--- src/rtl/fp_sample_tx.sv ---
// ---------------------------------------------------------------------------
// fp_sample_tx
//
// Burst producer for the calibration datapath. A `go` pulse starts a burst
// of BURST_LEN signed ADC samples pulled over a ready/valid handshake. Each
// sample is converted exactly to IEEE-754 single precision by a two-stage
// pipeline and emitted on a data/valid stream that has no backpressure.
//
// Parameters
//   SAMPLE_W   signed sample width (2..24, so the conversion never rounds)
//   BURST_LEN  samples accepted per go (1..65535)
//   SCALE_EXP  exponent decrement, used only when FP_TX_SCALE_EN is defined
//
// Build option
//   FP_TX_SCALE_EN  when defined, the output is multiplied by 2^-SCALE_EXP.
//                   When undefined, the output is the exact integer value.
//
// Ports
//   clk        system clock, rising edge
//   rst        asynchronous reset, active high
//   go         start pulse, only looked at in IDLE
//   adc_data   two's-complement sample
//   adc_valid  adc_data is valid
//   adc_ready  block accepts a sample this cycle
//   data       single-precision result
//   valid      data is valid this cycle (qualifier only, no backpressure)
//   busy       high while a burst is being accepted or flushed
//   done       one-cycle pulse after the last word of a burst
// ---------------------------------------------------------------------------
module fp_sample_tx #(
    parameter int SAMPLE_W  = 16,
    parameter int BURST_LEN = 16,
    parameter int SCALE_EXP = 0
) (
    input  logic                clk,
    input  logic                rst,
    input  logic                go,
    input  logic [SAMPLE_W-1:0] adc_data,
    input  logic                adc_valid,
    output logic                adc_ready,
    output logic [31:0]         data,
    output logic                valid,
    output logic                busy,
    output logic                done
);

    localparam int CNT_W = $clog2(BURST_LEN + 1);
    localparam int P_W   = $clog2(SAMPLE_W);
    localparam logic [CNT_W-1:0] LAST_CNT = CNT_W'(BURST_LEN);

    typedef enum logic [1:0] {IDLE, RUN, FLUSH, DONE} state_t;

    state_t             state_reg, state_next;
    logic [CNT_W-1:0]   cnt_reg, cnt_next;
    logic               accept;

    // Stage 1: sign, magnitude, leading-one position, zero flag
    logic               s1_valid_reg;
    logic               s1_sign_reg;
    logic [SAMPLE_W-1:0] s1_abs_reg;
    logic [P_W-1:0]     s1_p_reg;
    logic               s1_zero_reg;

    // Stage 2 is the output register itself
    logic               valid_reg;
    logic [31:0]        data_reg;

    // Combinational front end of stage 1
    logic [SAMPLE_W-1:0] abs_next;
    logic [P_W-1:0]      p_next;

    // Combinational front end of stage 2
    logic [22:0]        mant_next;
    logic [7:0]         exp_next;
    logic [31:0]        word_next;

    // ------------------------------------------------------------------
    // Handshake and status, all derived from registered state only
    // ------------------------------------------------------------------
    assign adc_ready = (state_reg == RUN) && (cnt_reg < LAST_CNT);
    assign accept    = adc_valid && adc_ready;
    assign busy      = (state_reg == RUN) || (state_reg == FLUSH);
    assign done      = (state_reg == DONE);
    assign valid     = valid_reg;
    assign data      = data_reg;

    // ------------------------------------------------------------------
    // FSM next state
    // ------------------------------------------------------------------
    always_comb begin
        state_next = state_reg;
        cnt_next   = cnt_reg;
        case (state_reg)
            IDLE: begin
                if (go) begin
                    state_next = RUN;
                    cnt_next   = '0;
                end
            end
            RUN: begin
                if (accept) begin
                    cnt_next = cnt_reg + CNT_W'(1);
                    if (cnt_reg == LAST_CNT - CNT_W'(1)) begin
                        state_next = FLUSH;
                    end
                end
            end
            FLUSH: begin
                // No new samples enter during FLUSH, so once stage 1 is
                // empty both stage valids are 0 after this edge and the
                // last word is on the output now. done then lands in the
                // cycle right after the last valid word.
                if (!s1_valid_reg) begin
                    state_next = DONE;
                end
            end
            DONE: begin
                state_next = IDLE;
            end
            default: begin
                state_next = IDLE;
            end
        endcase
    end

    // ------------------------------------------------------------------
    // Stage 1 combinational: magnitude and leading-one search
    // ------------------------------------------------------------------
    always_comb begin
        // Unsigned magnitude keeps the most-negative sample representable
        abs_next = adc_data[SAMPLE_W-1] ? (~adc_data + SAMPLE_W'(1)) : adc_data;
        p_next   = '0;
        // Highest set bit wins because it is assigned last
        for (int i = 0; i < SAMPLE_W; i++) begin
            if (abs_next[i]) begin
                p_next = P_W'(i);
            end
        end
    end

    // ------------------------------------------------------------------
    // Stage 2 combinational: normalise and pack
    // ------------------------------------------------------------------
    always_comb begin
        // Leading one goes to bit 23 and is dropped (hidden bit), so the
        // bit below it lands at bit 22
        mant_next = 23'(24'(s1_abs_reg) << (5'd23 - 5'(s1_p_reg)));
`ifdef FP_TX_SCALE_EN
        exp_next  = 8'd127 + 8'(s1_p_reg) - 8'(SCALE_EXP);
`else
        exp_next  = 8'd127 + 8'(s1_p_reg);
`endif
        word_next = s1_zero_reg ? 32'h0000_0000
                                : {s1_sign_reg, exp_next, mant_next};
    end

    // ------------------------------------------------------------------
    // Registers
    // ------------------------------------------------------------------
    always_ff @(posedge clk or posedge rst) begin
        if (rst) begin
            state_reg    <= IDLE;
            cnt_reg      <= '0;
            s1_valid_reg <= 1'b0;
            s1_sign_reg  <= 1'b0;
            s1_abs_reg   <= '0;
            s1_p_reg     <= '0;
            s1_zero_reg  <= 1'b0;
            valid_reg    <= 1'b0;
            data_reg     <= 32'h0000_0000;
        end else begin
            state_reg    <= state_next;
            cnt_reg      <= cnt_next;
            s1_valid_reg <= accept;
            if (accept) begin
                s1_sign_reg <= adc_data[SAMPLE_W-1];
                s1_abs_reg  <= abs_next;
                s1_p_reg    <= p_next;
                s1_zero_reg <= (abs_next == '0);
            end
            valid_reg <= s1_valid_reg;
            // data holds its last word between bursts
            if (s1_valid_reg) begin
                data_reg <= word_next;
            end
        end
    end

endmodule

--- config.mk ---
export PLATFORM = sky130hd
export DESIGN_NAME = fp_sample_tx
export DESIGN_NICKNAME = d
export VERILOG_FILES = /design/src/rtl/fp_sample_tx.sv
export SDC_FILE = /design/constraint.sdc
export NUM_CORES = 1
export LEC_CHECK = 0
export BUFFER_PORTS_ARGS = -buffer_cell sky130_fd_sc_hd__buf_2
export CAP_MARGIN = 10
export CORE_AREA = 2 2 80 82
export CTS_CLUSTER_SIZE = 25
export DETAILED_ROUTE_END_ITERATION = 8
export DIE_AREA = 0 0 82 84
export PLACE_DENSITY_LB_ADDON = 0.15
export SYNTH_ARGS = -nofsm -noshare
export SYNTH_HDL_FRONTEND = slang
export SYNTH_SLANG_ARGS = --single-unit
--- constraint.sdc ---
create_clock -name clk -period 3.57 [get_ports clk]
set_input_delay 0.5355 -clock clk [delete_from_list [all_inputs] [get_ports clk]]
set_output_delay 0.5355 -clock clk [all_outputs]
set_load 0.05 [all_outputs]
After elaboration in Yosys (flattened, before gate mapping):

Index checks and enable logic that the tools add are counted.

* word-level logic and storage cells: 57
* input port bits: 20
* output and inout bits: 36
* register bits: 63

* magnitude comparators: 1
* reductions and logical operators: 8
* shift operators: 1
* muxes and demuxes: 25
* bitwise gates (word level): 1
* add/sub/neg operators: 4
* equality and inequality tests: 8

Operators by type and width (number)
* 4-bit 2-to-1 mux: 14
* 32-bit 2-to-1 mux: 1
* 16-bit by 5-bit << shifter with 23-bit output: 1
* 16-bit by 1-bit adder with 16-bit output (second input constant): 1
* 16-bit zero test: 1
* 16-bit 2-to-1 mux: 1
* 16-bit NOT: 1
* 5-bit 2-to-1 mux: 2
* 5-bit case mux with 2 select lines: 1
* 7-bit by 4-bit adder with 8-bit output (first input constant): 1
* 2-bit 2-to-1 mux: 4
* 2-bit case mux with 4 select lines: 1
* 2-bit != test (second input constant): 3
* 5-bit by 1-bit adder with 5-bit output (second input constant): 1
* 5-bit by 4-bit equality test with 1-bit output (second input constant): 1
* 5-bit less-than comparator (second input constant): 1
* 5-bit by 4-bit subtractor with 5-bit output (first input constant): 1
* 2-bit equality test (second input constant): 2
* 4-bit AND reduction: 1
* 3-bit AND reduction: 1
* 2-bit by 1-bit equality test with 1-bit output (second input constant): 1
* 1-bit logical AND: 2
* 2-bit zero test: 1
* 2-bit by 1-bit != test with 1-bit output (second input constant): 1
* 3 further kinds: 3

Depth between registers and ports, before layout:

* word-level depth: 18
* gate-level depth with buffers: 10

Worst setup path after synthesis:

No wires, ideal clock.

* path type: register to register
* start point: register state_reg[1]
* end point: register state_reg[1]
* stages on the path, launching flop included: 11
* slack: 881 ps
* data required time: 3445 ps
* arrival time: 2564 ps
* cell sequence: dfrtp_1 -> inv_1 -> ha_1 -> nor2b_1 -> nand2_1 -> inv_1 -> nand2_1 -> nand2_1 -> nand2_1 -> a21oi_1 -> mux2_2

* cells in the longest elaborated chain, start to end: 5
* elaborated cells between the ends (all ways): 12

RTL lines
* from (decl): RTL line 53 `state_t state_reg, state_next;`
* from (signal assigned): RTL line 172 `state_reg <= state_next;`
* 2-bit by 1-bit equality test with 1-bit output: RTL line 80 `assign adc_ready = (state_reg == RUN) && (cnt_reg < LAST_CNT);`
* 1-bit logical AND: RTL line 80
* via adc_ready: RTL line 40 `output logic adc_ready,`
* 1-bit logical AND: RTL line 81 `assign accept = adc_valid && adc_ready;`
* 2-bit != test (no source line)
* 4-bit AND reduction (no source line)

The timed path passes the listed nets, and every way through them passes these cells.
A chain may end at the register's enable or synchronous reset.

Worst setup path after layout:

* start point: input adc_data[1]
* end point: register s1_p_reg[3]

* cells in the longest elaborated chain, start to end: 16

RTL lines
* from (decl): RTL line 38 `input logic [SAMPLE_W-1:0] adc_data,`
* 16-bit NOT (*): RTL line 131 `abs_next = adc_data[SAMPLE_W-1] ? (~adc_data + SAMPLE_W'(1)) : adc_data;`
* 16-bit by 1-bit adder with 16-bit output (*): RTL line 131
* 16-bit 2-to-1 mux (*): RTL line 131
* 4-bit 2-to-1 mux (12 in a row): RTL line 135 `if (abs_next[i]) begin`
* 4-bit 2-to-1 mux (*): RTL line 135
* to (signal assigned): RTL line 178 `s1_p_reg <= p_next;`
* to (decl): RTL line 61 `logic [P_W-1:0] s1_p_reg;`

Mark *: on every way between the ends. The rest lies on a longest branch, timed or not.

==> run metrics <==
register area share after synthesis=43.6%; leading area contributor after synthesis=dfrtp_1; dpl cell area=3810 sq um; max FFs per register=31; CORE AREA=6100 sq um; CTS Sinks=61; Fmax=386 MHz; PostCTS Resize Cnt=0; Residual DRC=0; CP cell instances=buf_2 > inv_1 > ha_1 > or3b_1 > or4b_4 > a221oi_4 > o2111ai_2 > nor3_2 > o21ai_0; worst flop-to-flop path endpoint=state_reg[1]; worst path arrival time=2800 ps; initial antenna violation count=0; worst-case reg-to-reg path depth=11; CP Capture Type=flop; P_int=1.87 mW; pin slew with the least headroom to its limit=878 ps; crit-path max FO=6; total of max-cap violations=0; global-route wire length before repair=12,500 microns; Total Neg Setup Slack=0 ps; # setup viols final=0; Clock transition at path regs=70 ps; Remaining Overflow, GRT=0; worst ir drop on vdd=473 uV; Sequential Power Share=35.0%; antenna cell count=0; Synth cell types=50; die footprint=6890 sq um; clock share of power=15.3%; RSZ-0062 raised after global routing=no; Synth area leaders=dfrtp_1 44%, mux2i_1 6.0%, nand2_1 4.9%; FILL cells=530; I/O pins=56; fraction of layout instances using a drive strength above 1=21.6%; Worst Hold Class=in -> async; Synth Flop Type=dfrtp_1; Post-synth EDFFs=0; Pre-Repair DR Iteration Count=4; Initial DRC Count=98; combinational share of power=49.7%; worst skew pair latency=340 ps; clock root buffer=clkbuf_8; CTS tree=built; drt via density=5.73; period utilization=72.6%; Initial Utilization=57.4%; register bit total from synthesis=61; setup bufs post-CTS=0; Die W=82 microns; status=finished, final reports clean; Top delay family on crit path=simple AND/OR/NAND/NOR gates; static leakage=1.90 nW; Post-synth ARST share=100%; slew margin rel.=41.4%; Sw Pwr=1.71 mW; final net count=437; CP startpoint kind=input port; total CTS buffers=9; pin count of the biggest net entering global routing=45; Tmin final=2590 ps; number of global-route vias before repair=2,630; mean area per synthesized cell=9.75 sq um; wire length per cell=15.3 microns; net count after synthesis=389; Power Dens Cells=897 nW/um^2; synthesized cell area=3500 sq um; H-Tree Level Count=3; Post-Route Skew=8.62 ps; port bufs=55; Slew Limit Fails=0; Final Total Pwr=3.58 mW; Hold Vio Cnt, Final=0; Critical Path Max Stage Delay=580 ps; Worst path slowest cell=or4b_4; DR vias=2,804; cts hold-fix bufs=0; Mapped Cells=359; clk buf depth=2; Critical Path RT=3780 ps; gp weighted congestion=0.797; sum of buffers and inverters on the critical path=2; Final Cell Area=3990 sq um; post-DP HPWL=5540 microns; post-synth top area share=43.6%; Commonest cells post-synth=61 x dfrtp_1, 46 x nand2_1, 30 x o21ai_0; area grow syn2layout=13.8%; Overall Global Routing Usage=23.5%; final wirelength=7470 microns; flop2flop setup slack=1080 ps; die height=84 microns; R2R Path Start=state_reg[1]; switching share of total power=47.7%; Cell Rows=29; yosys synthesis warning count=0; count leader, synth=dfrtp_1; DRT antenna net count=0; crit path kind=in -> reg
## layout make-up
type / instances / area [sq um] / area share (%)
inverters: 17 / 63.8 / 1.60
multi-input cells: 261 / 1830 / 45.9
repair buffers: 57 / 290 / 7.28
flip-flops and latches: 61 / 1530 / 38.3
well taps: 77 / 96.3 / 2.42
clock inverters: 4 / 22.5 / 0.565
clock buffers: 12 / 155 / 3.89
## placed cells by master (no fill, tap or decap), types with 7 or more instances in the layout
| cell | count |
|---|---|
| mux2i_1 | 21 |
| o2bb2ai_1 | 16 |
| nand2_1 | 46 |
| nor2b_1 | 11 |
| a21oi_1 | 15 |
| inv_1 | 16 |
| nor2_1 | 16 |
| ha_1 | 10 |
| or4_1 | 7 |
| buf_2 | 55 |
| xor2_1 | 10 |
| clkbuf_8 | 11 |
| o21ai_0 | 30 |
| dfrtp_1 | 61 |
## routing by layer
metal	global-route usage (%)	vias to the layer above	share of wire (%)
met5	0	-	0
met4	9.70	0	2.0
met3	3.68	12	4.2
met2	37.3	68	49
met1	31.6	1324	45
li1	-	1400	-
## how the worst max path moves through the flow
stage | slack [ps] | depth (start not counted) | startpoint | end
6_report | 980 | 9 | adc_data[1] | s1_p_reg[3]
5_1_grt | 780 | 11 | state_reg[1] | state_reg[1]
4_1_cts | 960 | 9 | adc_data[1] | s1_p_reg[3]
3_5_place_dp | 610 | 9 | adc_data[1] | s1_p_reg[3]
3_3_place_gp | 700 | 9 | adc_data[1] | s1_p_reg[3]
2_1_floorplan | 880 | 10 | state_reg[1] | state_reg[1]
## logic make-up (layout without fill, tap and decap cells)
group           after synthesis  after routing  synth area share, %
simple gates                116            116                 17.0
mux                          31             31                 10.5
flops                        61             61                 43.6
buf+inv                      37             90                 4.11
fa+ha+maj                    10             10                 3.57
compound gates               89             89                 17.4
xor+xnor                     15             15                 3.75
## power by group through the flow
stage / sequential (mW) / clock, mW / combinational (mW)
after detailed placement: 1.26 / 0 / 1.77
after CTS: 1.25 / 0.555 / 1.78
after floorplan: 1.47 / 0 / 1.16
after global placement: 1.25 / 0 / 1.73
final: 1.25 / 0.548 / 1.78
after global routing: 1.30 / 0.589 / 1.93
## through the flow
step                      utilization, %  hold WS [ps]  std cells  setup slack (ps)
after global routing                65.4           459        489               782
after detailed placement            62.5           468        473               610
after floorplan                        -           352        359               881
final                               65.4           373        489               979
after global placement              62.5           468        473               702
after CTS                           65.4           399        489               959
(Power assumes the default switching activity.)
